## config.mk

```make
export PLATFORM = sky130hd
export DESIGN_NAME = fsm_mod_counter
export DESIGN_NICKNAME = d
export VERILOG_FILES = /design/src/rtl/fsm_counter_pkg.sv /design/src/rtl/fsm_evt_detect.sv /design/src/rtl/fsm_mod_counter.sv
export SDC_FILE = /design/constraint.sdc
export NUM_CORES = 1
export LEC_CHECK = 0
export BUFFER_PORTS_ARGS = -buffer_cell sky130_fd_sc_hd__buf_2
export CAP_MARGIN = 20
export CORE_AREA = 2 2 39 41
export CTS_BUF_LIST = sky130_fd_sc_hd__clkbuf_16
export DETAILED_ROUTE_END_ITERATION = 8
export DIE_AREA = 0 0 41 43
export GPL_ROUTABILITY_DRIVEN = 0
export SLEW_MARGIN = 10
export SYNTH_ARGS = -nofsm -noshare
export SYNTH_HDL_FRONTEND = slang
export SYNTH_SLANG_ARGS = --single-unit
```

## constraint.sdc

```tcl
create_clock -name clk -period 1.2 [get_ports clk]
set_input_delay 0.06 -clock clk [delete_from_list [all_inputs] [get_ports clk]]
set_output_delay 0.06 -clock clk [all_outputs]
set_load 0.01 [all_outputs]
```

## src/rtl/fsm_counter_pkg.sv

```systemverilog
// Shared constants, action encoding and load clamping for the fsm_mod_counter family.
package fsm_counter_pkg;

  localparam logic DIR_UP = 1'b1;
  localparam logic DIR_DN = 1'b0;

  localparam int MODE_LEVEL = 0;
  localparam int MODE_EDGE  = 1;
  localparam int MODE_WRAP  = 0;
  localparam int MODE_SAT   = 1;

  // Winning action for a clock edge, in priority order clear > load > step.
  typedef enum logic [1:0] {
    ACT_HOLD  = 2'd0,
    ACT_CLEAR = 2'd1,
    ACT_LOAD  = 2'd2,
    ACT_STEP  = 2'd3
  } act_e;

  // Out-of-range load values land on the terminal state rather than an illegal one.
  function automatic int unsigned clamp_load(input int unsigned val,
                                             input int unsigned modulus);
    return (val < modulus) ? val : (modulus - 1);
  endfunction

endpackage

```

## src/rtl/fsm_evt_detect.sv

```systemverilog
// Event qualifier for fsm_mod_counter: level pass-through or 0->1 edge detection on din.
module fsm_evt_detect
  import fsm_counter_pkg::*;
#(
  parameter int EDGE_MODE = MODE_LEVEL
) (
  input  logic clk,
  input  logic reset,
  input  logic din,
  output logic evt
);

  logic din_d;
  logic armed;

  always_ff @(posedge clk) begin
    if (reset) begin
      din_d <= 1'b0;
      armed <= 1'b0;
    end else begin
      din_d <= din;
      armed <= 1'b1;
    end
  end

  // A din already high when reset releases is a level, not a fresh edge, so the
  // first post-reset edge only primes din_d and never produces an edge event.
  always_comb begin
    if (EDGE_MODE == MODE_EDGE) evt = din & ~din_d & armed;
    else                        evt = din;
  end

endmodule

```

## src/rtl/fsm_mod_counter.sv

```systemverilog
// Modulus-N event counter whose count register is the FSM state; supports
// up/down, load, clear, wrap or saturate, terminal-count pulse and sticky overflow.
module fsm_mod_counter
  import fsm_counter_pkg::*;
#(
  parameter int WIDTH     = 2,
  parameter int MODULUS   = 4,
  parameter int SATURATE  = MODE_WRAP,
  parameter int EDGE_MODE = MODE_LEVEL
) (
  input  logic             clk,
  input  logic             reset,
  input  logic             en,
  input  logic             din,
  input  logic             up_dn,
  input  logic             load,
  input  logic [WIDTH-1:0] load_val,
  input  logic             clear,
  output logic [WIDTH-1:0] count,
  output logic             tc,
  output logic             ovf
);

  if (MODULUS < 2 || MODULUS > (1 << WIDTH)) begin : g_bad_modulus
    $error("fsm_mod_counter: MODULUS %0d outside 2..2**WIDTH (WIDTH=%0d)", MODULUS, WIDTH);
  end

  // Arithmetic is one bit wider than the count so MODULUS == 2**WIDTH cannot overflow.
  localparam logic [WIDTH:0] LAST = (WIDTH+1)'(MODULUS - 1);

  logic             evt;
  act_e             act;
  logic [WIDTH-1:0] count_q, count_d;
  logic             tc_q, tc_d;
  logic             ovf_q, ovf_d;
  logic [WIDTH:0]   cnt_ext, nxt_ext;
  logic             at_bound;

  fsm_evt_detect #(
    .EDGE_MODE(EDGE_MODE)
  ) u_evt (
    .clk  (clk),
    .reset(reset),
    .din  (din),
    .evt  (evt)
  );

  always_comb begin
    act = ACT_HOLD;
    if (clear)          act = ACT_CLEAR;
    else if (load)      act = ACT_LOAD;
    else if (en && evt) act = ACT_STEP;
  end

  // State register.
  always_ff @(posedge clk) begin
    if (reset) begin
      count_q <= '0;
      tc_q    <= 1'b0;
      ovf_q   <= 1'b0;
    end else begin
      count_q <= count_d;
      tc_q    <= tc_d;
      ovf_q   <= ovf_d;
    end
  end

  // Next-state logic.
  always_comb begin
    cnt_ext  = {1'b0, count_q};
    nxt_ext  = cnt_ext;
    at_bound = 1'b0;
    tc_d     = 1'b0;
    ovf_d    = ovf_q;
    count_d  = count_q;
    case (act)
      ACT_CLEAR: begin
        nxt_ext = '0;
        ovf_d   = 1'b0;
      end
      ACT_LOAD: begin
        nxt_ext = (WIDTH+1)'(clamp_load(32'(load_val), MODULUS));
      end
      ACT_STEP: begin
        if (up_dn == DIR_UP) begin
          at_bound = (cnt_ext == LAST);
          if (!at_bound)                    nxt_ext = cnt_ext + 1'b1;
          else if (SATURATE == MODE_WRAP)   nxt_ext = '0;
        end else begin
          at_bound = (cnt_ext == '0);
          if (!at_bound)                    nxt_ext = cnt_ext - 1'b1;
          else if (SATURATE == MODE_WRAP)   nxt_ext = LAST;
        end
        if (at_bound) begin
          tc_d  = 1'b1;
          ovf_d = 1'b1;
        end
      end
      default: nxt_ext = cnt_ext;
    endcase
    count_d = nxt_ext[WIDTH-1:0];
  end

  // Outputs come straight from the registers.
  always_comb begin
    count = count_q;
    tc    = tc_q;
    ovf   = ovf_q;
  end

endmodule

```

==> run_results.csv, run 1 <==
group,metric,value,unit
clocking,clk_latency,230,ps
worst_setup_path,crit_slowest_cell,"dfxtp_2",
global_route,antenna_found_initial,0,
floorplanning,die_y,43,µm
floorplanning,rows,14,
synthesis,synth_seq_cells,4,
synthesis,postSynthCellCount,27,
routing,routed_via_density,4.034,
layout,final_cells,59,
global_route,grt_use_total,8.225,%
worst_setup_path,end_kind,"flop",
sta,grt_setup_unrepaired,"false",
synthesis,yosys_warnings,0,
job,cap_violations,0,
pwr,p_leak,0.1979,nW
routing,routedWlPerCell,8.983,µm
clocking,numCtsBuffers,3,
layout,synthToLayoutAreaGrowth,70.16,%
worst_setup_path,crit_type,"flop to flop",
routing,num_vias,238,
synthesis,syn_nets,38,
routing,ant_nets,0,
routing,drtIter0Drc,1,
clocking,clk_pin_slew,30,ps
layout,drive_gt1_share,51.16,%
worst_setup_path,cp_max_fo,4,
sta,hold_viol_final,0,
sta,setup_viol,0,
sta,timing.final.crit_share,94.10,%
worst_setup_path,crit_chain,"inv_1 > ha_2 > mux2_4 > and3_1",
global_route,grt_pass1_wl,862,µm
synthesis,synth_cell_type_count,19,
placed_design,port_buffers,12,
clocking,cts_htree_levels,1,
sta,fin_skew,2.473,ps
sta,worstMarginPinSlew,165.0,ps
clocking,cts_root_buf,"clkbuf_16",
layout,antenna_cells,0,
floorplanning,start_util,17.27,%
synthesis,synth_top_area_share,33.51,%
sta,post-route-min-period,1129,ps
worst_setup_path,required,1320,ps
floorplanning,ios,13,
sta,fmax,0.8856,GHz
worst_setup_path,critPathTopFamily,"flip-flops",
floorplanning,dieWidth,41,µm
layout,nNetsFinal,56,
sta,relSlewSlack,88.96,%
worst_setup_path,max_stage_delay,340,ps
sta,tns,0,ps
routing,drtPass1Iterations,2,
placed_design,post-dp-hpwl,409.2,µm
routing,post-route-drc-count,0,
pwr,ir_drop,0.5781,mV
synthesis,syn_area_per_cell,8.851,µm²
global_route,grt_pass1_vias,228,
synthesis,syn_area,239.0,µm²
floorplanning,core,1384,µm²
synthesis,seq_area_frac_synth,33.51,%
pwr,power_density,1790,nW/µm²
clocking,clockBufferDepth,2,
placed_design,dpl.cell_count,55,
min_path,hold_path.class,"input pin to flop",
pwr,power.total,0.7280,mW
synthesis,synth_area_leader_cell,"dfxtp_1",
run_status,outcome,"completed",
sta,drv_slew,0,
global_route,grt_start_max_net_pins,5,
clocking,cts_tree,"done",
routing,routed_wl,530,µm
global_route,grt_overflow,0,
clocking,cts.sinks,4,
synthesis,synth.area.top_cells,"dfxtp_1 34%, ha_1 10%, mux2_4 6.3%",
worst_setup_path,worstSetupStartpointType,"flop",
floorplanning,die-area,1763,µm²
worst_setup_path,cp.arrival,1240,ps
worst_setup_path,path_buf_inv,1,
-- power by group --
group | internal [mW] | switching [mW]
clock network | 0.426 | 0.0990
logic | 0.0330 | 0.0279
registers | 0.138 | 0.00336
total | 0.598 | 0.130
-- per-stage QoR --
stage	cell area [µm²]	hold WS, ps	utilization, %	setup slack (ps)
after floorplan	240.2	129.0	-	18.67
after global placement	320.3	246.9	23.15	41.73
after detailed placement	320.3	248.6	23.15	18.51
after CTS	395.4	14.91	28.57	20.36
after global routing	406.6	14.90	29.39	16.68
final	406.6	17.19	29.39	70.85
-- path summary, 6_finish.rpt --
kind | startpoint | end | slack [ps] | cells after the start
max | count[0]$_SDFFE_PP0P_ | tc$_SDFF_PP0_ | 70 | 4
min | clear | ovf$_SDFFE_PP0P_ | 20 | 2
min reg2reg | ovf$_SDFFE_PP0P_ | ovf$_SDFFE_PP0P_ | 500 | 2
max reg2reg | count[0]$_SDFFE_PP0P_ | tc$_SDFF_PP0_ | 70 | 4
-- worst reg2reg max path, delay by kind of cell (launching register included) --
family | cells | cell delay [ps]
DFF | 1 | 340
muxes | 1 | 270
adders and majority gates | 1 | 180
buffers and inverters | 1 | 60
and+or+nand+nor | 1 | 170
-- layout make-up --
type                            instances  area (µm²)
Timing Repair Buffer                   13       67.56
Multi-Input combinational cell         20       150.1
Sequential cell                         4       82.58
Tap cell                               16       20.02
Clock buffer                            3       75.07
Inverter                                3       11.26
Fill cell                             151       977.2
-- flip-flops by register name (all words and copies together), names as in the netlist --
register  count
count         2
ovf           1
tc            1
-- timing repair --
item	CTS	global route
hold buffers	0	0
buffers inserted	0	1
setup endpoints to repair	0	3
resized for setup	0	2
-- kinds of logic after synthesis --
group	count (synthesis)	share of synthesized area [%]
AO/OA/AOI/OAI	7	18.85
XOR/XNOR	1	3.666
adder cells (fa/ha/maj)	2	10.47
buffers and inverters	3	4.712
flip-flops	4	33.51
multiplexers	1	6.281
AND/OR/NAND/NOR	9	22.52
-- cells in the mapped netlist --
cell type	count
dfxtp_1	4
inv_1	3
a21oi_1	2
ha_1	2
nand2_1	2
a21boi_1	1
a21oi_2	1
a31oi_1	1
and2_1	1
and3_1	1
and3b_1	1
mux2_4	1
nand3_1	1
nor2_1	1
nor2b_1	1
nor3_2	1
o211ai_1	1
o21ai_0	1
xnor2_1	1
-- metal layers --
layer / global-route usage, % / share of wire, %
met4: 10.00 / 4.2
met1: 7.372 / 46
met5: 0 / 0
met3: 4.712 / 5.8
met2: 10.94 / 44
-- placed cells by master, fill, tap and decap left out, drive strengths merged, types with 2 or more instances in the layout --
cell,instances
a21oi,3
ha,2
nand2,2
buf,13
dfxtp,4
inv,3
clkbuf,3
(Power assumes the default switching activity.)
==> run 2: changes to the inputs <==
--- a/config.mk
+++ b/config.mk
@@ -12,6 +12,7 @@
 export DETAILED_ROUTE_END_ITERATION = 8
 export DIE_AREA = 0 0 41 43
 export GPL_ROUTABILITY_DRIVEN = 0
+export PLACE_DENSITY_LB_ADDON = 0.25
 export SLEW_MARGIN = 10
 export SYNTH_ARGS = -nofsm -noshare
 export SYNTH_HDL_FRONTEND = slang
==> run_results.csv, run 2 (synthesis results as in run 1) <==
group,metric,value,unit
pwr,power_density,1739,nW/µm²
sta,worstMarginPinSlew,171.7,ps
placed_design,dp_slack,2.925,ps
worst_setup_path,cp.arrival,1250,ps
sta,fin_ws,56.83,ps
sta,drv_slew,0,
placed_design,placed_area,327.8,µm²
global_route,grt_pass1_vias,213,
layout,fin_area,406.6,µm²
min_path,min-delay-start,"clear",
clocking,cts_root_buf,"clkbuf_16",
worst_setup_path,cp_max_fo,3,
global_route,grt_use_total,7.515,%
floorplanning,dieWidth,41,µm
layout,largest_reg_flops,2,
worst_setup_path,required,1310,ps
sta,post-route-min-period,1143,ps
worst_setup_path,end_kind,"flop",
layout,synthToLayoutAreaGrowth,70.16,%
sta,fmax,0.8748,GHz
run_status,outcome,"completed",
routing,routed_wl,497,µm
routing,num_vias,225,
worst_setup_path,worstSetupStartpointType,"flop",
layout,fin_util,29.39,%
layout,fillCellCount,146,
worst_setup_path,worstSetupStartpoint,"count[0]$_SDFFE_PP0P_",
clocking,clockBufferDepth,2,
job,cap_violations,0,
clocking,numCtsBuffers,3,
sta,grt_setup_unrepaired,"false",
placed_design,port_buffers,12,
min_path,hold_path.class,"input pin to flop",
sta,hold_viol_final,0,
layout,antenna_cells,0,
routing,routed_via_density,3.814,
sta,timing.final.crit_share,95.26,%
clocking,cts_tree,"done",
floorplanning,ios,13,
routing,post-route-drc-count,0,
worst_setup_path,crit_type,"flop to flop",
clocking,cts_resized,0,
layout,most-common-layout-cells,"12 x buf_2, 3 x inv_1, 3 x clkbuf_16",
placed_design,dpl.cell_count,56,
layout,final_cells,59,
global_route,grt_overflow,0,
pwr,power.total,0.7073,mW
layout,regArea,85.08,µm²
layout,drive_gt1_share,48.84,%
clocking,cts.sinks,4,
sta,fin_skew,1.785,ps
layout,final_common_cell,"buf_2",
global_route,grt_start_max_net_pins,5,
floorplanning,core,1384,µm²
floorplanning,rows,14,
worst_setup_path,regToRegStartpoint,"count[0]$_SDFFE_PP0P_",
layout,multi_input_area,147.6,µm²
global_route,grt_pass1_wl,828,µm
clocking,cts_setup_buffers,0,
floorplanning,start_util,17.27,%
clocking,clk_pin_slew,30,ps
clocking,clk_latency,220,ps
floorplanning,die_y,43,µm
routing,drtIter0Drc,0,
sta,hold_ws,22.86,ps
routing,ant_nets,0,
sta,relSlewSlack,88.50,%
routing,drtPass1Iterations,1,
floorplanning,die-area,1763,µm²
sta,tns,0,ps
sta,setup_viol,0,
clocking,hold_buffers,0,
pwr,ir_drop,0.9825,mV
pwr,p_leak,0.1993,nW
placed_design,post-dp-hpwl,428.5,µm
routing,routedWlPerCell,8.424,µm
clocking,cts_htree_levels,1,
global_route,antenna_found_initial,0,
layout,nNetsFinal,56,
[run 2: final cells by class]
class	instances	share of cell area [%]
clock buffer	3	18.46
inverter	3	2.769
multi-input combinational	20	36.31
sequential	4	20.92
tap	16	4.923
timing repair buffer	13	16.62
[run 2: worst paths after layout]
check,to,slack [ps],cells past startpoint
max reg2reg,tc$_SDFF_PP0_,60,4
min reg2reg,ovf$_SDFFE_PP0P_,500,2
max,tc$_SDFF_PP0_,60,4
min,ovf$_SDFFE_PP0P_,20,2
[run 2: power by group]
part,switching (mW),internal (mW)
Clock,0.0818,0.425
Combinational,0.0277,0.0325
Sequential,0.00342,0.137
Total,0.113,0.594
[run 2: routing by layer]
layer | global-route usage (%) | vias to the layer above | wire length (µm)
met5 | 0 | - | 0
met4 | 4.000 | 0 | 0
met3 | 6.283 | 0 | 35
met2 | 9.688 | 9 | 197
met1 | 8.307 | 90 | 265
li1 | - | 126 | -
[run 2: worst max-delay path, stage by stage (launching register included)]
cell	delay, ps
dfxtp_2	330
inv_1	50
ha_1	200
mux2_4	280
and3_1	170
